## config.mk

```make
export PLATFORM = sky130hd
export DESIGN_NAME = axis_packet_rr_arbiter
export DESIGN_NICKNAME = d
export VERILOG_FILES = /design/src/rtl/axis_packet_rr_arbiter.sv
export SDC_FILE = /design/constraint.sdc
export NUM_CORES = 1
export LEC_CHECK = 0
export CAP_MARGIN = 20
export CORE_AREA = 2 2 152 154
export DETAILED_ROUTE_END_ITERATION = 16
export DIE_AREA = 0 0 154 156
export DONT_BUFFER_PORTS = 1
export SLEW_MARGIN = 5
export SYNTH_ARGS = -nofsm -noshare
export SYNTH_HDL_FRONTEND = slang
export SYNTH_SLANG_ARGS = --single-unit
```

## constraint.sdc

```tcl
create_clock -name clk -period 5.38 [get_ports clk]
set_input_delay 0.807 -clock clk [delete_from_list [all_inputs] [get_ports clk]]
set_output_delay 0.807 -clock clk [all_outputs]
set_load 0.02 [all_outputs]
```

## src/rtl/axis_packet_rr_arbiter.sv

```systemverilog
// axis_packet_rr_arbiter: packet-granular round-robin arbiter sharing one
// AXI4-Stream consumer between NUM_IN upstream streams.  A grant is taken in
// an IDLE bubble cycle and held until the tlast beat is accepted downstream.
// Optional per-requester packet counters: define AXIS_PACKET_RR_ARBITER_PKT_CNT_EN.
module axis_packet_rr_arbiter #(
  parameter int NUM_IN     = 4,
  parameter int DATA_BYTES = 8,
  parameter int USER_WIDTH = 1,
  parameter int ID_WIDTH   = 2
) (
  input  logic                           clk,
  input  logic                           reset,
  input  logic [NUM_IN*DATA_BYTES*8-1:0] s_tdata,
  input  logic [NUM_IN*DATA_BYTES-1:0]   s_tkeep,
  input  logic [NUM_IN*USER_WIDTH-1:0]   s_tuser,
  input  logic [NUM_IN-1:0]              s_tlast,
  input  logic [NUM_IN-1:0]              s_tvalid,
  output logic [NUM_IN-1:0]              s_tready,
  output logic [DATA_BYTES*8-1:0]        m_tdata,
  output logic [DATA_BYTES-1:0]          m_tkeep,
  output logic [USER_WIDTH-1:0]          m_tuser,
  output logic [ID_WIDTH-1:0]            m_tid,
  output logic                           m_tlast,
  output logic                           m_tvalid,
  input  logic                           m_tready,
  output logic                           busy
`ifdef AXIS_PACKET_RR_ARBITER_PKT_CNT_EN
  ,
  input  logic                           pkt_cnt_clr,
  output logic [NUM_IN*16-1:0]           pkt_cnt
`endif
);

  localparam int DW = DATA_BYTES * 8;
  localparam int GW = (NUM_IN > 1) ? $clog2(NUM_IN) : 1;
  localparam logic [GW:0] NUM_IN_W  = (GW+1)'(NUM_IN);
  localparam logic [GW-1:0] LAST_IDX = GW'(NUM_IN - 1);

  // Elaboration-time parameter sanity
  if (NUM_IN < 2 || NUM_IN > 16) begin : g_bad_num_in
    $error("axis_packet_rr_arbiter: NUM_IN must be in 2..16");
  end
  if (ID_WIDTH < GW) begin : g_bad_id_width
    $error("axis_packet_rr_arbiter: ID_WIDTH must be >= $clog2(NUM_IN)");
  end

  typedef enum logic {IDLE, BUSY} state_e;

  state_e          state_q, state_d;
  logic [GW-1:0]   grant_q, grant_d;
  logic [GW-1:0]   rr_ptr_q, rr_ptr_d;
  logic [GW-1:0]   pick_idx;
  logic [GW-1:0]   pick_off;
  logic [GW:0]     pick_sum;
  logic [2*NUM_IN-1:0] vld_dbl;
  logic [2*NUM_IN-1:0] vld_rot;
  logic            pkt_done;

  logic [DW-1:0]         dat_w  [NUM_IN];
  logic [DATA_BYTES-1:0] keep_w [NUM_IN];
  logic [USER_WIDTH-1:0] user_w [NUM_IN];

  for (genvar g = 0; g < NUM_IN; g++) begin : g_unpack
    assign dat_w[g]  = s_tdata[g*DW +: DW];
    assign keep_w[g] = s_tkeep[g*DATA_BYTES +: DATA_BYTES];
    assign user_w[g] = s_tuser[g*USER_WIDTH +: USER_WIDTH];
  end

  // Round-robin pick: rotate valids so rr_ptr sits at bit 0, take the lowest
  // set bit, then rotate the offset back into an absolute index.
  always_comb begin
    vld_dbl  = {s_tvalid, s_tvalid};
    vld_rot  = vld_dbl >> rr_ptr_q;
    pick_off = '0;
    for (int k = NUM_IN - 1; k >= 0; k--) begin
      if (vld_rot[k]) pick_off = GW'(k);
    end
    pick_sum = {1'b0, rr_ptr_q} + {1'b0, pick_off};
    if (pick_sum >= NUM_IN_W) pick_sum = pick_sum - NUM_IN_W;
    pick_idx = pick_sum[GW-1:0];
  end

  // Zero-latency output mux from the granted slice; valid/ready gated by state
  always_comb begin
    m_tdata  = dat_w[grant_q];
    m_tkeep  = keep_w[grant_q];
    m_tuser  = user_w[grant_q];
    m_tlast  = s_tlast[grant_q];
    m_tid    = ID_WIDTH'(grant_q);
    busy     = (state_q == BUSY);
    m_tvalid = busy && s_tvalid[grant_q];
    s_tready = '0;
    if (busy) s_tready[grant_q] = m_tready;
  end

  assign pkt_done = m_tvalid && m_tready && m_tlast;

  // Next state: arbitrate in IDLE, hold the grant until the tlast handshake
  always_comb begin
    state_d  = state_q;
    grant_d  = grant_q;
    rr_ptr_d = rr_ptr_q;
    case (state_q)
      IDLE: begin
        if (|s_tvalid) begin
          grant_d = pick_idx;
          state_d = BUSY;
        end
      end
      BUSY: begin
        if (pkt_done) begin
          rr_ptr_d = (grant_q == LAST_IDX) ? '0 : grant_q + 1'b1;
          state_d  = IDLE;
        end
      end
      default: state_d = IDLE;
    endcase
  end

  // State, grant and round-robin pointer registers
  always_ff @(posedge clk) begin
    if (reset) begin
      state_q  <= IDLE;
      grant_q  <= '0;
      rr_ptr_q <= '0;
    end else begin
      state_q  <= state_d;
      grant_q  <= grant_d;
      rr_ptr_q <= rr_ptr_d;
    end
  end

`ifdef AXIS_PACKET_RR_ARBITER_PKT_CNT_EN
  logic [NUM_IN-1:0][15:0] cnt_q;

  // Saturating per-requester packet counters; clear wins over increment
  always_ff @(posedge clk) begin
    if (reset || pkt_cnt_clr) begin
      cnt_q <= '0;
    end else if (pkt_done && cnt_q[grant_q] != 16'hFFFF) begin
      cnt_q[grant_q] <= cnt_q[grant_q] + 16'd1;
    end
  end

  assign pkt_cnt = cnt_q;
`endif

endmodule

```

==> out/qor_table.md, run 1 <==
| Parameter | Reported | Unit |
|:---|:---|:---|
| Worst min-delay path class | reg2reg | - |
| Total setup violations reported at the end of the flow | 0 | - |
| Highest fanout seen on the critical path | 29 | - |
| Worst slew margin relative to its limit | 27.07 | % |
| Highest metal used | met5 | - |
| Number of buffers inserted by hold repair at cts | 0 | - |
| Critical path launch point | m_tid[0]$_SDFFE_PP0P_ | - |
| Post-synthesis cell type count | 32 | - |
| Max-slew violations | 0 | - |
| Final worst path period need | 2.997 | ns |
| Yosys warnings | 0 | - |
| Cell with the largest stage delay on the worst path | sky130_fd_sc_hd__dfxtp_4 | - |
| Tightest Pin Transition | 1.094 | ns |
| Count of cells resized by post-cts repair | 0 | - |
| Count of nets after finishing | 446 | - |
| Non-filler cells in the finished layout | 426 | - |
| HPWL after detailed placement | 12.80 | mm |
| Synthesized net count | 461 | - |
| Final RePlAce weighted congestion | 1.001 | - |
| Routed length on met1 | 5.454 | mm |
| Vias after detailed routing | 1958 | - |
| Worst clock skew | 0.0008105 | ns |
| Portion of the clock cycle consumed by the worst path in the final layout | 55.71 | % |
| Die height | 156 | um |
| Most frequently used flop master after synthesis | sky130_fd_sc_hd__dfxtp_1 | - |
| Clock Latency Late Sink | 0.23 | ns |
| Result of the run | complete, no violations | - |
| Share of cells above drive strength 1 | 62.04 | % |
| Floorplan die area | 24020 | sq um |
| Area share of the largest cell type after synthesis | 75.08 | % |
| Number of enable flip-flop cells after synthesis | 0 | - |
| Placeable core region | 22370 | sq um |
| Post-synthesis share of cell area spent on full adders, half adders and majority gates | 2.781 | % |
| Worst Reg-to-Reg Cells | 5 | - |
| Sequential element share of the synthesized area | 4.449 | % |
| H-tree levels | 1 | - |
| Leading cell types by total area after synthesis | sky130_fd_sc_hd__mux4_2, sky130_fd_sc_hd__dfxtp_1, sky130_fd_sc_hd__ha_1 | - |
| Detailed Route Iter0 Violations | 214 | - |
| Worst Slack Setup Final | 2.383 | ns |
| First-pass DRT Iterations | 4 | - |
| Routed wire length per instance | 33.23 | um |
| Met3 Routed Length | 1.377 | mm |
| R2R Path Start | m_tid[1]$_SDFFE_PP0P_ | - |
| Signed area change from the synthesized netlist to the final layout | 15.74 | % |
| Total routing resource utilization after global routing | 10.44 | % |
| Multiplexer share of the synthesized area | 75.53 | % |
| Global-route wire length before repair | 17.45 | mm |
| Setup Buffers After CTS | 0 | - |
| Pin count of the biggest net entering global routing | 81 | - |
| Vias in the first global route | 1975 | - |
| Horizontal die dimension | 154 | um |
| Remaining antenna violation count after routing | 0 | - |
| Ports placed on the boundary | 385 | - |
| Largest area contributor in the synthesized netlist | sky130_fd_sc_hd__mux4_2 | - |
| DRC Markers | 0 | - |
| Pleak | 0.6441 | nW |
| Synthesized area divided by synthesized cell count | 14.70 | sq um |
| Worst vdd ir | 0.2305 | mV |
| Achievable Freq | 333.7 | MHz |
| Compound-Gate Fraction of Synth Area | 5.284 | % |
| Std cell rows | 55 | - |
| Clock tree from TritonCTS | done | - |
| Number of clock sinks | 5 | - |
| Average via count per standard cell | 4.596 | - |
| Total of buffers placed on input and output ports | 0 | - |
| Share of synthesized cell area in and, or, nand and nor gates | 5.840 | % |
| RSZ-0062 raised after global routing | false | - |
| Post-synthesis async set-or-reset flop share | 0 | % |
| Clock Pin Slew Worst Setup and Hold Paths | 0.03 | ns |
| Maxcap violations | 0 | - |
| Dpl ws | 2.557 | ns |
| Xor and xnor fraction of the mapped netlist area | 0.3893 | % |
| Fillers | 2480 | - |
| Class of the most critical setup path | reg2out | - |
| Routed wire length | 14.16 | mm |
| Utilization after layout | 11.64 | % |
| Number of failing hold endpoints at the final stage | 0 | - |
| Commonest cells after routing, fill and taps aside | sky130_fd_sc_hd__mux4_2, sky130_fd_sc_hd__nor2_1, sky130_fd_sc_hd__ha_1 | - |
| Cells traversed along the worst timing path | buf_4 > mux4_2 | - |
| Worst reg2reg setup slack | 3.15 | ns |
| Signal arrival time at the worst endpoint | 2.19 | ns |
| Critical path startpoint category | flop | - |
| Combinational family with the most area after synthesis | multiplexers | - |
| Amount of wire on met2 after detailed routing | 7.101 | mm |
| Clock buffer depth | 2 | - |
| Number of buffers created by CTS | 3 | - |
| Worst setup path endpoint | m_tdata[30] | - |
| Antenna violations before repair | 6 | - |
| Crit end category | output pin | - |
| Setup total negative slack | 0 | ns |
| Power density over the cells | 217.1 | nW/um^2 |
| R2R Path End | rr_ptr_q[0]$_SDFFE_PP0P_ | - |
| Placed Cells | 418 | - |
| Flop and latch count out of synthesis | 5 | - |
| WP data required | 4.57 | ns |
| Starting Density | 10.06 | % |
| Number of standard cells after synthesis | 153 | - |
| Worst path max stage delay | 0.72 | ns |
| Netlist Area Pre-Place | 2250 | sq um |
| Clock root cell | sky130_fd_sc_hd__clkbuf_16 | - |
| GRT overflow | 0 | - |
| Most common library cell in the layout ignoring fill and taps | sky130_fd_sc_hd__mux4_2 | - |
==> registers in the layout, indices dropped and copies added, names as in the netlist <==
name and cells:
m_tid 2, rr_ptr_q 2, busy 1
==> per-layer routing <==
layer  GRT usage (%)  vias to the layer above
li1                -                      678
met1           13.59                     1044
met2           17.49                      212
met3           2.889                       18
met4           1.825                        6
met5               0                        -
==> kinds of logic after synthesis <==
kind of cell,after synthesis
mux,76
buf+inv,26
simple gates,24
compound gates,16
fa+ha+maj,5
flops,5
xor+xnor,1
==> worst min-delay path by stage <==
stage / start / end / slack, ns / depth (start not counted)
floorplan: rr_ptr_q[0]$_SDFFE_PP0P_ / m_tid[0]$_SDFFE_PP0P_ / 0.58 / 3
global placement: rr_ptr_q[1]$_SDFFE_PP0P_ / rr_ptr_q[1]$_SDFFE_PP0P_ / 0.56 / 2
detailed placement: rr_ptr_q[1]$_SDFFE_PP0P_ / rr_ptr_q[1]$_SDFFE_PP0P_ / 0.58 / 2
CTS: rr_ptr_q[1]$_SDFFE_PP0P_ / rr_ptr_q[1]$_SDFFE_PP0P_ / 0.59 / 2
global route: reset / m_tid[0]$_SDFFE_PP0P_ / 0.64 / 1
finish: rr_ptr_q[1]$_SDFFE_PP0P_ / rr_ptr_q[1]$_SDFFE_PP0P_ / 0.60 / 2
==> critical path, delay by kind of cell (launching register included) <==
kind     cells  cell delay, ns
buf+inv      1            0.56
flops        1            0.72
mux          1            0.66
==> where the power goes <==
group	total [mW]	switching, mW	internal [mW]
Combinational	0.361	0.203	0.159
Sequential	0.0825	0.0417	0.0408
Clock	0.121	0.0232	0.0981
Total	0.565	0.268	0.298
==> per-stage QoR <==
step | cell area (sq um) | hold slack (ns) | power [mW]
3_5_place_dp | 2515 | 0.5796 | 0.4497
2_1_floorplan | 2250 | 0.5839 | 0.4122
4_1_cts | 2594 | 0.5862 | 0.5724
3_3_place_gp | 2515 | 0.5583 | 0.4398
5_1_grt | 2596 | 0.6351 | 0.5942
6_report | 2604 | 0.6021 | 0.5653
==> cell type report <==
cell class | count | area, sq um | area share (%)
antenna | 4 | 10.01 | 0.3844
clock buffer | 4 | 78.83 | 3.027
multi-input combinational | 122 | 2021 | 77.61
sequential | 5 | 107.6 | 4.133
tap | 285 | 356.6 | 13.70
inverter | 4 | 15.01 | 0.5766
timing repair buffer | 2 | 15.01 | 0.5766
==> cell usage after synthesis (2+ instances only) <==
library cell	instances
sky130_fd_sc_hd__buf_4	6
sky130_fd_sc_hd__nor2_1	7
sky130_fd_sc_hd__nand3_1	2
sky130_fd_sc_hd__inv_1	4
sky130_fd_sc_hd__o2111ai_1	2
sky130_fd_sc_hd__mux4_2	75
sky130_fd_sc_hd__o21ai_0	2
sky130_fd_sc_hd__a21oi_1	4
sky130_fd_sc_hd__dfxtp_1	5
sky130_fd_sc_hd__and3_1	4
sky130_fd_sc_hd__buf_2	7
sky130_fd_sc_hd__o211ai_1	2
sky130_fd_sc_hd__nor3_1	2
sky130_fd_sc_hd__clkbuf_1	8
sky130_fd_sc_hd__nand3b_1	2
sky130_fd_sc_hd__ha_1	5
(Power assumes the default switching activity.)
==> run 2, diff against run 1 <==
==> constraint.sdc (replaced) <==
create_clock -name clk -period 2.9 [get_ports clk]
set_input_delay 0.435 -clock clk [delete_from_list [all_inputs] [get_ports clk]]
set_output_delay 0.435 -clock clk [all_outputs]
set_load 0.02 [all_outputs]
==> run 2 against run 1 <==
Routed wire length barely moved. Final area up 1.8%. Critical path depth unchanged. Critical path type unchanged. Register-to-register slack worse by 2.2 ns. Die area unchanged. Non-clock buffer count increased by 1. Global-route usage hardly changed. Setup slack got worse by 1.6 ns. Highest routed layer unchanged. Core utilization up 0.21 points.
==> out/qor_table.md, run 2 (synthesis results as in run 1) <==
| Parameter | Reported | Unit |
|:---|:---|:---|
| Result of the run | complete, no violations | - |
| Crit end category | output pin | - |
| Clock tree from TritonCTS | done | - |
| Share of cells above drive strength 1 | 62.32 | % |
| Setup total negative slack | 0 | ns |
| GRT overflow | 0 | - |
| Pleak | 0.6592 | nW |
| Tightest Pin Transition | 0.5955 | ns |
| Worst hold margin | 0.2698 | ns |
| Portion of the clock cycle consumed by the worst path in the final layout | 73.81 | % |
| Routed wire length | 14.14 | mm |
| Std cell rows | 55 | - |
| Clock Latency Late Sink | 0.23 | ns |
| Total setup violations reported at the end of the flow | 0 | - |
| Total of buffers placed on input and output ports | 0 | - |
| Signal arrival time at the worst endpoint | 1.71 | ns |
| Floorplan die area | 24020 | sq um |
| RSZ-0062 raised after global routing | false | - |
| Number of buffers created by CTS | 3 | - |
| Worst min-delay path class | in2reg | - |
| Worst slew margin relative to its limit | 60.30 | % |
| Die height | 156 | um |
| Critical path startpoint category | flop | - |
| Standard cell area after detailed placement | 2560 | sq um |
| Clock Pin Slew Worst Setup and Hold Paths | 0.03 | ns |
| Detailed Route Iter0 Violations | 168 | - |
| WP data required | 2.47 | ns |
| Worst vdd ir | 0.3359 | mV |
| Number of clock sinks | 5 | - |
| Highest fanout seen on the critical path | 41 | - |
| Worst reg2reg setup slack | 0.92 | ns |
| Count of nets after finishing | 447 | - |
| H-tree levels | 1 | - |
| Vias after detailed routing | 1929 | - |
| Global-route wire length before repair | 17.31 | mm |
| DRC Markers | 0 | - |
| Utilization after layout | 11.85 | % |
| Clock buffer depth | 2 | - |
| Routed wire length per instance | 33.04 | um |
| Max-slew violations | 0 | - |
| Starting Density | 10.06 | % |
| Average via count per standard cell | 4.507 | - |
| Maxcap violations | 0 | - |
| Pin count of the biggest net entering global routing | 42 | - |
| Setup Buffers After CTS | 0 | - |
| Non-filler cells in the finished layout | 428 | - |
| Number of buffers inserted by hold repair at cts | 0 | - |
| Signed area change from the synthesized netlist to the final layout | 17.85 | % |
| Power density over the cells | 400.2 | nW/um^2 |
| Horizontal die dimension | 154 | um |
| Antenna violations before repair | 10 | - |
| Most common library cell in the layout ignoring fill and taps | sky130_fd_sc_hd__mux4_2 | - |
| Count of cells resized by post-cts repair | 0 | - |
| Finished layout cell area | 2651 | sq um |
| Final RePlAce weighted congestion | 0.9806 | - |
| Vias in the first global route | 1980 | - |
| Achievable Freq | 467.2 | MHz |
| Number of failing hold endpoints at the final stage | 0 | - |
| Class of the most critical setup path | reg2out | - |
| Commonest cells after routing, fill and taps aside | sky130_fd_sc_hd__mux4_2, sky130_fd_sc_hd__nor2_1, sky130_fd_sc_hd__ha_1 | - |
| First-pass DRT Iterations | 4 | - |
| Total routing resource utilization after global routing | 10.41 | % |
| Placeable core region | 22370 | sq um |
| Final worst path period need | 2.141 | ns |
| Ports placed on the boundary | 385 | - |
| Remaining antenna violation count after routing | 0 | - |
| Clock root cell | sky130_fd_sc_hd__clkbuf_16 | - |
| Placed Cells | 419 | - |
| HPWL after detailed placement | 12.77 | mm |
| Worst clock skew | 0.002795 | ns |
[run 2: layer usage]
layer / part of all wire, % / global-route usage, %
met2: 50 / 17.08
met3: 11 / 3.917
met4: 0.54 / 1.825
met5: 0.38 / 0
met1: 38 / 13.19
[run 2: path summary, 6_finish.rpt]
check / startpoint / to / cells after the start
max: m_tid[1]$_SDFFE_PP0P_ / m_tdata[28] / 2
max reg2reg: rr_ptr_q[0]$_SDFFE_PP0P_ / m_tid[1]$_SDFFE_PP0P_ / 8
min reg2reg: m_tid[0]$_SDFFE_PP0P_ / m_tid[0]$_SDFFE_PP0P_ / 2
min: reset / m_tid[0]$_SDFFE_PP0P_ / 1
[run 2: report_power, final]
part           switching (mW)  internal, mW
clock network          0.0431         0.182
registers              0.0413        0.0757
logic                   0.414         0.305
[run 2: cell type report]
class                      count  area, sq um
clock buffer                   4        78.83
sequential                     5        107.6
antenna                        5        12.51
multi-input combinational    122         2021
inverter                       4        15.01
tap                          285        356.6
fill                        2480        19710
timing repair buffer           3        60.06
[run 2: critical path: stages, from the launching register on]
cell and delay [ns]:
sky130_fd_sc_hd__dfxtp_4 0.71, sky130_fd_sc_hd__buf_12 0.30, sky130_fd_sc_hd__mux4_2 0.43
[run 2: stage by stage]
stage | power (mW) | setup slack (ns)
final | 1.061 | 0.7594
after global routing | 1.120 | 0.6603
after CTS | 1.073 | 0.7395
after detailed placement | 0.8463 | 0.9738
after global placement | 0.8301 | 1.007
after floorplan | 0.7648 | 0.8045
